**src/rtl/lmsm_pkg.sv**
```systemverilog
// Shared constants and types for the LM/SM micro-op sequencer.
package lmsm_pkg;
  localparam logic [3:0] LM_OPCODE_DEF = 4'b0110;
  localparam logic [3:0] SM_OPCODE_DEF = 4'b0111;
  localparam int REGLIST_W = 8;
  localparam int REGIDX_W  = 3;

  typedef enum logic {
    IDLE = 1'b0,
    SEQ  = 1'b1
  } state_e;
endpackage

```
**src/rtl/lmsm_prienc.sv**
```systemverilog
// Lowest-set-bit priority encoder over the LM/SM register list, with an any-set flag.
module lmsm_prienc
  import lmsm_pkg::*;
(
  input  logic [REGLIST_W-1:0] vec_i,
  output logic [REGIDX_W-1:0]  idx_o,
  output logic                 any_o
);

  always_comb begin
    idx_o = '0;
    // Scan downward so the lowest set bit is the last one written.
    for (int i = REGLIST_W - 1; i >= 0; i--) begin
      if (vec_i[i]) idx_o = REGIDX_W'(i);
    end
    any_o = |vec_i;
  end

endmodule

```
**src/rtl/ex_lmsm_sequencer.sv**
```systemverilog
// Expands LM/SM into one memory micro-op per cycle (R0 first), stalling RR/EX meanwhile.
// Optional LMSM_PERF_EN adds a saturating accepted-micro-op counter output.
module ex_lmsm_sequencer
  import lmsm_pkg::*;
#(
  parameter logic [3:0] LM_OPCODE = LM_OPCODE_DEF,
  parameter logic [3:0] SM_OPCODE = SM_OPCODE_DEF
) (
  input  logic                clock,
  input  logic                reset,
  input  logic                flush,
  input  logic                valid_in,
  input  logic [3:0]          opcode_in,
  input  logic [15:0]         inst_in,
  input  logic [15:0]         base_in,
  input  logic                ex_ready,
  output logic                stall_out,
  output logic                pass_valid,
  output logic                uop_valid,
  output logic                uop_is_load,
  output logic [REGIDX_W-1:0] uop_reg,
  output logic [15:0]         uop_addr,
  output logic                busy
`ifdef LMSM_PERF_EN
  ,
  output logic [15:0]         perf_uop_count
`endif
);

  state_e                state_q, state_d;
  logic [REGLIST_W-1:0]  mask_q, mask_d;
  logic [15:0]           addr_q, addr_d;
  logic                  op_q, op_d;

  logic [REGIDX_W-1:0]   low_idx;
  logic                  mask_any;
  logic [REGLIST_W-1:0]  mask_clr;
  logic                  last_uop;
  logic                  is_lmsm;
  logic                  start;
  logic                  in_seq;
  logic                  unused_inst_hi;

  assign unused_inst_hi = ^inst_in[15:REGLIST_W];

  lmsm_prienc u_prienc (
    .vec_i (mask_q),
    .idx_o (low_idx),
    .any_o (mask_any)
  );

  assign mask_clr = mask_q & ~(REGLIST_W'(1) << low_idx);
  assign last_uop = mask_any & ~(|mask_clr);
  assign in_seq   = (state_q == SEQ);
  assign is_lmsm  = (opcode_in == LM_OPCODE) | (opcode_in == SM_OPCODE);
  assign start    = ~in_seq & valid_in & ~flush & is_lmsm & (|inst_in[REGLIST_W-1:0]);

  always_comb begin
    state_d = state_q;
    mask_d  = mask_q;
    addr_d  = addr_q;
    op_d    = op_q;
    if (flush) begin
      state_d = IDLE;
      mask_d  = '0;
    end else if (!in_seq) begin
      if (start) begin
        state_d = SEQ;
        mask_d  = inst_in[REGLIST_W-1:0];
        addr_d  = base_in;
        op_d    = (opcode_in == LM_OPCODE);
      end
    end else if (ex_ready) begin
      mask_d = mask_clr;
      addr_d = addr_q + 16'd1;
      if (last_uop) state_d = IDLE;
    end
  end

  always_ff @(posedge clock) begin
    if (reset) begin
      state_q <= IDLE;
      mask_q  <= '0;
      addr_q  <= '0;
      op_q    <= 1'b0;
    end else begin
      state_q <= state_d;
      mask_q  <= mask_d;
      addr_q  <= addr_d;
      op_q    <= op_d;
    end
  end

  // Upstream is released in the same cycle the final micro-op is accepted.
  assign stall_out   = ~flush & (start | (in_seq & ~(ex_ready & last_uop)));
  assign pass_valid  = ~in_seq & valid_in & ~flush & ~is_lmsm;
  assign uop_valid   = in_seq;
  assign busy        = in_seq;
  assign uop_reg     = low_idx;
  assign uop_addr    = addr_q;
  assign uop_is_load = op_q;

`ifdef LMSM_PERF_EN
  logic [15:0] perf_q;

  always_ff @(posedge clock) begin
    if (reset) begin
      perf_q <= '0;
    end else if (in_seq && ex_ready && perf_q != 16'hFFFF) begin
      perf_q <= perf_q + 16'd1;
    end
  end

  assign perf_uop_count = perf_q;
`endif

endmodule

```
**config.mk**
```make
export PLATFORM = sky130hd
export DESIGN_NAME = ex_lmsm_sequencer
export DESIGN_NICKNAME = d
export VERILOG_FILES = /design/src/rtl/lmsm_pkg.sv /design/src/rtl/lmsm_prienc.sv /design/src/rtl/ex_lmsm_sequencer.sv
export SDC_FILE = /design/constraint.sdc
export NUM_CORES = 1
export LEC_CHECK = 0
export CORE_MARGIN = 3
export CORE_UTILIZATION = 40
export DETAILED_ROUTE_END_ITERATION = 10
export PLACE_DENSITY_LB_ADDON = 0.1
export SETUP_SLACK_MARGIN = 0.02
export SKIP_CTS_REPAIR_TIMING = 1
export SYNTH_ARGS = -nofsm -noshare
export SYNTH_HDL_FRONTEND = slang
export SYNTH_HIERARCHICAL = 1
export SYNTH_SLANG_ARGS = --single-unit
```
**constraint.sdc**
```tcl
create_clock -name clock -period 2.61 [get_ports clock]
set_input_delay 0.261 -clock clock [delete_from_list [all_inputs] [get_ports clock]]
set_output_delay 0.261 -clock clock [all_outputs]
set_load 0.05 [all_outputs]
```
==> impl_metrics.prom <==
# TYPE chip_impl_metric gauge
chip_impl_info{name="outcome",value="finished, violations left"} 1
chip_impl_info{name="violations",value="negative setup slack"} 1
chip_impl_metric{name="wl_per_cell",unit="um"} 16.2
chip_impl_info{name="cts_tree",value="built"} 1
chip_impl_metric{name="finalHoldWorstSlack",unit="ps"} 512
chip_impl_info{name="crit_path_cell_trace",value="nor2_1, and3b_2, or3b_2, a21oi_2, o32ai_2, o22a_2, buf_12"} 1
chip_impl_metric{name="die_area",unit="mm^2"} 0.00530
chip_impl_info{name="worst_path_max_delay_cell",value="or3b_2"} 1
chip_impl_info{name="rsz0062_at_grt",value="yes"} 1
chip_impl_info{name="clock_tree.root_cell",value="clkbuf_8"} 1
chip_impl_metric{name="met1_usage",unit=""} 0.315
chip_impl_metric{name="port_buffers",unit=""} 56
chip_impl_info{name="critPathKind",value="reg2out"} 1
chip_impl_metric{name="netlist_area",unit="mm^2"} 0.00178
chip_impl_metric{name="crit_required",unit="ps"} 2350
chip_impl_metric{name="chip_height",unit="um"} 72.8
chip_impl_info{name="worstHoldPathType",value="reg2reg"} 1
chip_impl_metric{name="synth_seq_cells",unit=""} 26
chip_impl_metric{name="layout-area-overhead-vs-synth",unit="%"} 46.9
chip_impl_metric{name="total_congestion_overflow_after_global_routing",unit=""} 0
chip_impl_metric{name="gp_congestion",unit=""} 0.839
chip_impl_metric{name="core_area",unit="mm^2"} 0.00414
chip_impl_metric{name="rows",unit=""} 23
chip_impl_metric{name="htree_levels",unit=""} 1
chip_impl_metric{name="synth_nets",unit=""} 278
chip_impl_metric{name="reg2reg_slack",unit="ps"} 360
chip_impl_metric{name="first_iter_violations",unit=""} 177
chip_impl_metric{name="arrival_worst_endpoint",unit="ps"} 2430
chip_impl_metric{name="max_clk_rate",unit="MHz"} 372
chip_impl_metric{name="critical_path_buf_inv_count",unit=""} 1
chip_impl_metric{name="drt-vias-per-instance",unit=""} 6.02
chip_impl_metric{name="multi_input_comb_area",unit="mm^2"} 0.00123
chip_impl_metric{name="drive_gt1_frac",unit=""} 0.169
chip_impl_metric{name="synth_cell_type_count",unit=""} 58
chip_impl_metric{name="synth.yosys.warnings",unit=""} 6
chip_impl_metric{name="timing.max_slew.rel_slack",unit=""} 0.603
chip_impl_metric{name="power_density",unit="mW/mm^2"} 306
chip_impl_metric{name="synth_async_sr_flop_share",unit=""} 0
chip_impl_metric{name="tritoncts.num_buffers",unit=""} 3
chip_impl_metric{name="clock_insertion_delay_worst_skew",unit="ps"} 280
chip_impl_info{name="timing.critical_path.from_type",value="flip-flop"} 1
chip_impl_metric{name="placement.cell_area",unit="mm^2"} 0.00245
chip_impl_metric{name="postSynthCellCount",unit=""} 236
chip_impl_metric{name="total_track_usage",unit=""} 0.204
chip_impl_metric{name="ant_nets",unit=""} 0
chip_impl_info{name="critPathTopFamily",value="simple AND/OR/NAND/NOR gates"} 1
chip_impl_metric{name="finalSetupViolations",unit=""} 1
chip_impl_metric{name="die_w",unit="um"} 72.8
chip_impl_metric{name="grt_antenna_before_repair",unit=""} 0
chip_impl_metric{name="area.sequential",unit="um^2"} 538
chip_impl_info{name="ys_dominant_reg_cell",value="dfxtp_1"} 1
chip_impl_metric{name="leak_pwr",unit="uW"} 0.000890
chip_impl_info{name="layout.cells.most_common",value="clkdlybuf4s50_1"} 1
chip_impl_info{name="crit_end_element",value="output port"} 1
chip_impl_metric{name="post-route-cell-area",unit="mm^2"} 0.00262
chip_impl_metric{name="ir_worst_vdd",unit="V"} 0.000195
chip_impl_metric{name="timing.max_cap.violations",unit=""} 0
chip_impl_metric{name="grt_pass1_wl",unit="um"} 8750
chip_impl_metric{name="min_period",unit="ps"} 2690
chip_impl_metric{name="fin_nets",unit=""} 340
chip_impl_metric{name="min_period_over_period",unit=""} 1.03
chip_impl_metric{name="grt_start_max_net_pins",unit=""} 29
chip_impl_metric{name="synth-seq-area-share",unit=""} 0.292
chip_impl_metric{name="cts.path.max_buffers",unit=""} 2
chip_impl_metric{name="fin_skew",unit="ps"} 4.04
chip_impl_metric{name="grt_pass1_vias",unit=""} 1811
chip_impl_metric{name="numClockSinks",unit=""} 26
chip_impl_metric{name="dp_hpwl",unit="um"} 3830
chip_impl_metric{name="synth-edff-count",unit=""} 0
chip_impl_metric{name="ios",unit=""} 65
chip_impl_metric{name="fillCellCount",unit=""} 384
chip_impl_metric{name="critPathMaxFanout",unit=""} 7
chip_impl_info{name="grt-busiest-layer",value="met1"} 1
chip_impl_metric{name="detail_route.wirelength",unit="um"} 5610
chip_impl_metric{name="max_slew.worst_pin.slew",unit="ps"} 593
chip_impl_metric{name="vias",unit=""} 2082
chip_impl_metric{name="avg_inst_size_synth",unit="um^2"} 7.56
chip_impl_metric{name="finalWorstSetupSlack",unit="ps"} -79.4
chip_impl_metric{name="start_util",unit=""} 0.431
chip_impl_metric{name="diodes",unit=""} 0
chip_impl_metric{name="globalRouteMet2Util",unit=""} 0.301
chip_impl_info{name="commonest_cells_after_routing_fill_and_taps_aside",value="54 x clkdlybuf4s50_1, 27 x nand2_1, 20 x dfxtp_1"} 1
chip_impl_metric{name="path_clk_slew",unit="ps"} 100
chip_impl_metric{name="route.detailed.drc",unit=""} 0
chip_impl_metric{name="critical-path-max-stage-delay",unit="ps"} 490
chip_impl_metric{name="total_count_of_max_transition_violations_in_the_final_report",unit=""} 0
chip_impl_metric{name="timing_hold_violations_final",unit=""} 0
chip_impl_metric{name="drt_pass1_iterations",unit=""} 4
chip_impl_metric{name="gr-usage-met3",unit=""} 0.0262
## worst paths after layout
path | end | cells past startpoint | start
worst max-delay path | stall_out | 7 | mask_q[0]$_SDFFE_PP0N_
worst min-delay path | uop_addr[12]$_SDFFE_PP0P_ | 2 | uop_addr[12]$_SDFFE_PP0P_
worst max register to register | busy$_SDFF_PP0_ | 7 | mask_q[0]$_SDFFE_PP0N_
worst min register to register | uop_addr[12]$_SDFFE_PP0P_ | 2 | uop_addr[12]$_SDFFE_PP0P_
## cell type report
type / count / share of cell area
clock buffer: 3 / 0.0158
inverter: 5 / 0.00716
multi-input combinational: 188 / 0.468
sequential: 26 / 0.205
tap: 50 / 0.0239
timing repair buffer: 74 / 0.280
## sequential cells by signal, indices dropped and copies added, names as in the netlist
signal       flops
uop_addr        16
mask_q           8
busy             1
uop_is_load      1
## routing by layer
metal  part of all wire  wire [um]
met5                  0          0
met1               0.49       2730
met2               0.44       2450
met4             0.0057         32
met3              0.070        393
## synthesized netlist by cell type (all sizes together), types with 3 or more instances
master | number | area (um^2)
nand2 | 28 | 108
dfxtp | 26 | 521
nor2 | 20 | 77.6
a21oi | 19 | 95.1
o21ai | 13 | 76.3
clkbuf | 12 | 46.3
nand3 | 12 | 60.1
o32ai | 9 | 78.8
a211oi | 8 | 60.1
and2 | 7 | 43.8
nand2b | 7 | 43.8
buf | 5 | 38.8
nor3 | 5 | 25.0
a31oi | 4 | 25.0
and4 | 4 | 35.0
inv | 4 | 15.0
a211o | 3 | 26.3
nand3b | 3 | 22.5
nand4 | 3 | 18.8
nor4 | 3 | 25.0
o31ai | 3 | 22.5
or3b | 3 | 28.8
## worst register-to-register path, stage by stage, from the launching register on
cell,delay [ps]
dfxtp_1,400
nor2_1,220
and3b_2,300
or3b_2,490
a21oi_2,190
o32ai_2,110
o22a_2,280
and2_1,160
## cells by family (layout without fill, tap and decap cells)
group	count (synthesis)	count (layout)	synth area share
muxes	2	2	0.0112
buffers and inverters	22	82	0.0582
AOI/OAI and AO/OA	79	79	0.311
adders and majority gates	1	1	0.00701
and+or+nand+nor	106	106	0.321
DFF	26	26	0.292
## power breakdown
group | total [uW] | internal, uW | switching (uW)
clock | 245 | 104 | 141
sequential | 402 | 396 | 5.39
combinational | 157 | 83.5 | 73.1
total | 803 | 584 | 220
## per-stage QoR
| step | util | setup TNS, ps | setup WS, ps | power (uW) | std cells |
|---|---|---|---|---|---|
| 2_1_floorplan | - | 0 | 38.7 | 487 | 236 |
| 6_report | 0.633 | -79.4 | -79.4 | 803 | 346 |
| 4_1_cts | 0.601 | -158 | -158 | 797 | 338 |
| 5_1_grt | 0.633 | -145 | -145 | 826 | 346 |
| 3_3_place_gp | 0.591 | 0 | 178 | 564 | 335 |
| 3_5_place_dp | 0.591 | 0 | 150 | 564 | 335 |
(Power assumes the default switching activity.)
==> RTL edit, RTL diff (same flow settings) <==
Take the reset off `addr_q` and load it in a clocked block of its own.
--- a/src/rtl/ex_lmsm_sequencer.sv
+++ b/src/rtl/ex_lmsm_sequencer.sv
@@ -81,14 +81,16 @@
     if (reset) begin
       state_q <= IDLE;
       mask_q  <= '0;
-      addr_q  <= '0;
       op_q    <= 1'b0;
     end else begin
       state_q <= state_d;
       mask_q  <= mask_d;
-      addr_q  <= addr_d;
       op_q    <= op_d;
     end
+  end
+
+  always_ff @(posedge clock) begin
+    addr_q <= addr_d;
   end
 
   // Upstream is released in the same cycle the final micro-op is accepted.
Behaviour: not the same (Yosys sat finds a counterexample within 4 cycles, from zero or initial values and one cycle with reset high).
==> RTL edit against the original RTL <==
Sequential cell count did not move; non-clock buffer count is 7 lower; total power up 14%; sequential share of layout area grew 7.0 points; setup slack improved by 0.13 ns; hold slack lost 0.00088 ns; global-route usage is 2.6 points lower; design area decreased by 4.0%; register-to-register slack better by 0.16 ns; first-iteration DRC count down 56%; synthesized area is 6.9% lower; routed wire length decreased by 17%; maximum frequency grew 5.1%; combinational power fell by 17%; critical path type unchanged; highest routed layer unchanged.
==> RTL edit: results (changes against the original RTL) <==
- Met3 wire length: 262 µm (-33%)
- CP Data Arrival Time: 2.30 ns (-0.13 ns)
- Critical path fanouts, max: 6 (-1)
- Nets: 299 (-12%)
- Post-synth EDFFs: 16 (+16)
- P_comb: 0.131 mW (-17%)
- Hold path endpoint: uop_is_load
- R2R setup slack: 0.52 ns (+0.16 ns)
- DRT iter0 DRCs: 78 (-56%)
- Commonest cells in the netlist: 27 x nor2_1, 16 x a21oi_1, 16 x edfxtp_1, 12 x nand2_1, 12 x nand3_1
- Unique cell type count in the Yosys netlist: 47 (-19%)
- Power per Cell Area: 362.4 nW/µm² (+18%)
- Hold Path Origin: uop_is_load
- Worst Max-Slew Pin Slew: 0.5141 ns (-0.07861 ns)
- Peak supply drop: 224.1 µV (+15%)
- Outcome: finished, final reports clean
- Pleak: 0.9361 nW (+5.1%)
- P_clk: 0.339 mW (+38%)
- Slowest cell delay on critical path: 0.38 ns (-0.11 ns)
- Top post-synthesis cells by area: edfxtp_1 29%, dfxtp_1 12%, nor2_1 6.1%
- Number of fill cells in the layout: 342 (-11%)
- Place WS: 0.2120 ns (+0.06175 ns)
- DR WL met2: 2223 µm (-9.3%)
- Synthesized area per cell: 8.565 µm² (+13%)
- Routed WL: 4655 µm (-17%)
- Routed length on met1: 2104 µm (-23%)
- Inst Count DP: 293 (-13%)
- Slowest-stage cell, CP: dfxtp_4
- Drt via density: 5.625 (-6.5%)
- Placement Cell Area: 2337 µm² (-4.6%)
- Register area share after synthesis: 40.96% (+12 points)
- Reg2reg start: mask_q[5]
- First-pass GRT wire length: 7196 µm (-18%)
- Post-DP HPWL: 3230 µm (-16%)
- Final Wtd Congestion: 0.8116 (-3.2%)
- Proportion of layout cells with a drive suffix above 1: 17.58% (+0.69 points)
- Sw power: 0.1964 mW (-11%)
[RTL edit: cell count changes in the layout (fill, tap and decap cells not counted), moves of 4 or more]
cell      delta
nand2b_1     -7
inv_1        +5
dfxtp_1     -16
nor2_1       +8
edfxtp_1    +16
and2_1       -6
xnor2_1      +9
a211oi_1     -5
o21ai_0      -6
o32ai_1      -8
nand2_1     -15
and4_1       -4
buf_4        -4
[RTL edit: area by class of cell]
type                            instances  area [µm²]  share of cell area (%)
Clock buffer                            3       41.29                   1.641
Clock inverter                          1       30.03                   1.193
Inverter                                8       30.03                   1.193
Multi-Input combinational cell        151        1003                   39.88
Sequential cell                        26       693.2                   27.55
Tap cell                               48       60.06                   2.387
Timing Repair Buffer                   67       658.1                   26.16
[RTL edit: kinds of logic (layout without fill, tap and decap cells)]
kind of cell,after synthesis,after routing,share of synthesized area [%]
AO/OA/AOI/OAI,50,51,19.43
buffers and inverters,19,79,4.669
XOR/XNOR,11,11,5.799
multiplexers,1,1,0.6777
AND/OR/NAND/NOR,86,87,27.71
adder cells (fa/ha/maj),1,1,0.7529
flip-flops,26,26,40.96
[RTL edit: worst max path at each step]
stage	to	slack, ns	depth (start not counted)
after floorplan	stall_out	0.02	8
after global placement	stall_out	0.22	7
after detailed placement	stall_out	0.21	7
after CTS	stall_out	-0.1	7
after global routing	stall_out	-0.05	7
final	stall_out	0.05	7
[RTL edit: per-stage QoR]
stage | hold WS, ns | setup TNS (ns)
after global routing | 0.5407 | -0.04624
after global placement | 0.4777 | 0
final | 0.5116 | 0
after floorplan | 0.3338 | 0
after detailed placement | 0.4909 | 0
after CTS | 0.5072 | -0.09945
[RTL edit: layer usage]
layer | up-vias | GRT usage (%)
met3 | 8 | 3.309
met1 | 807 | 23.75
met4 | 0 | 5.106
met2 | 54 | 29.11
met5 | - | 0
li1 | 841 | -
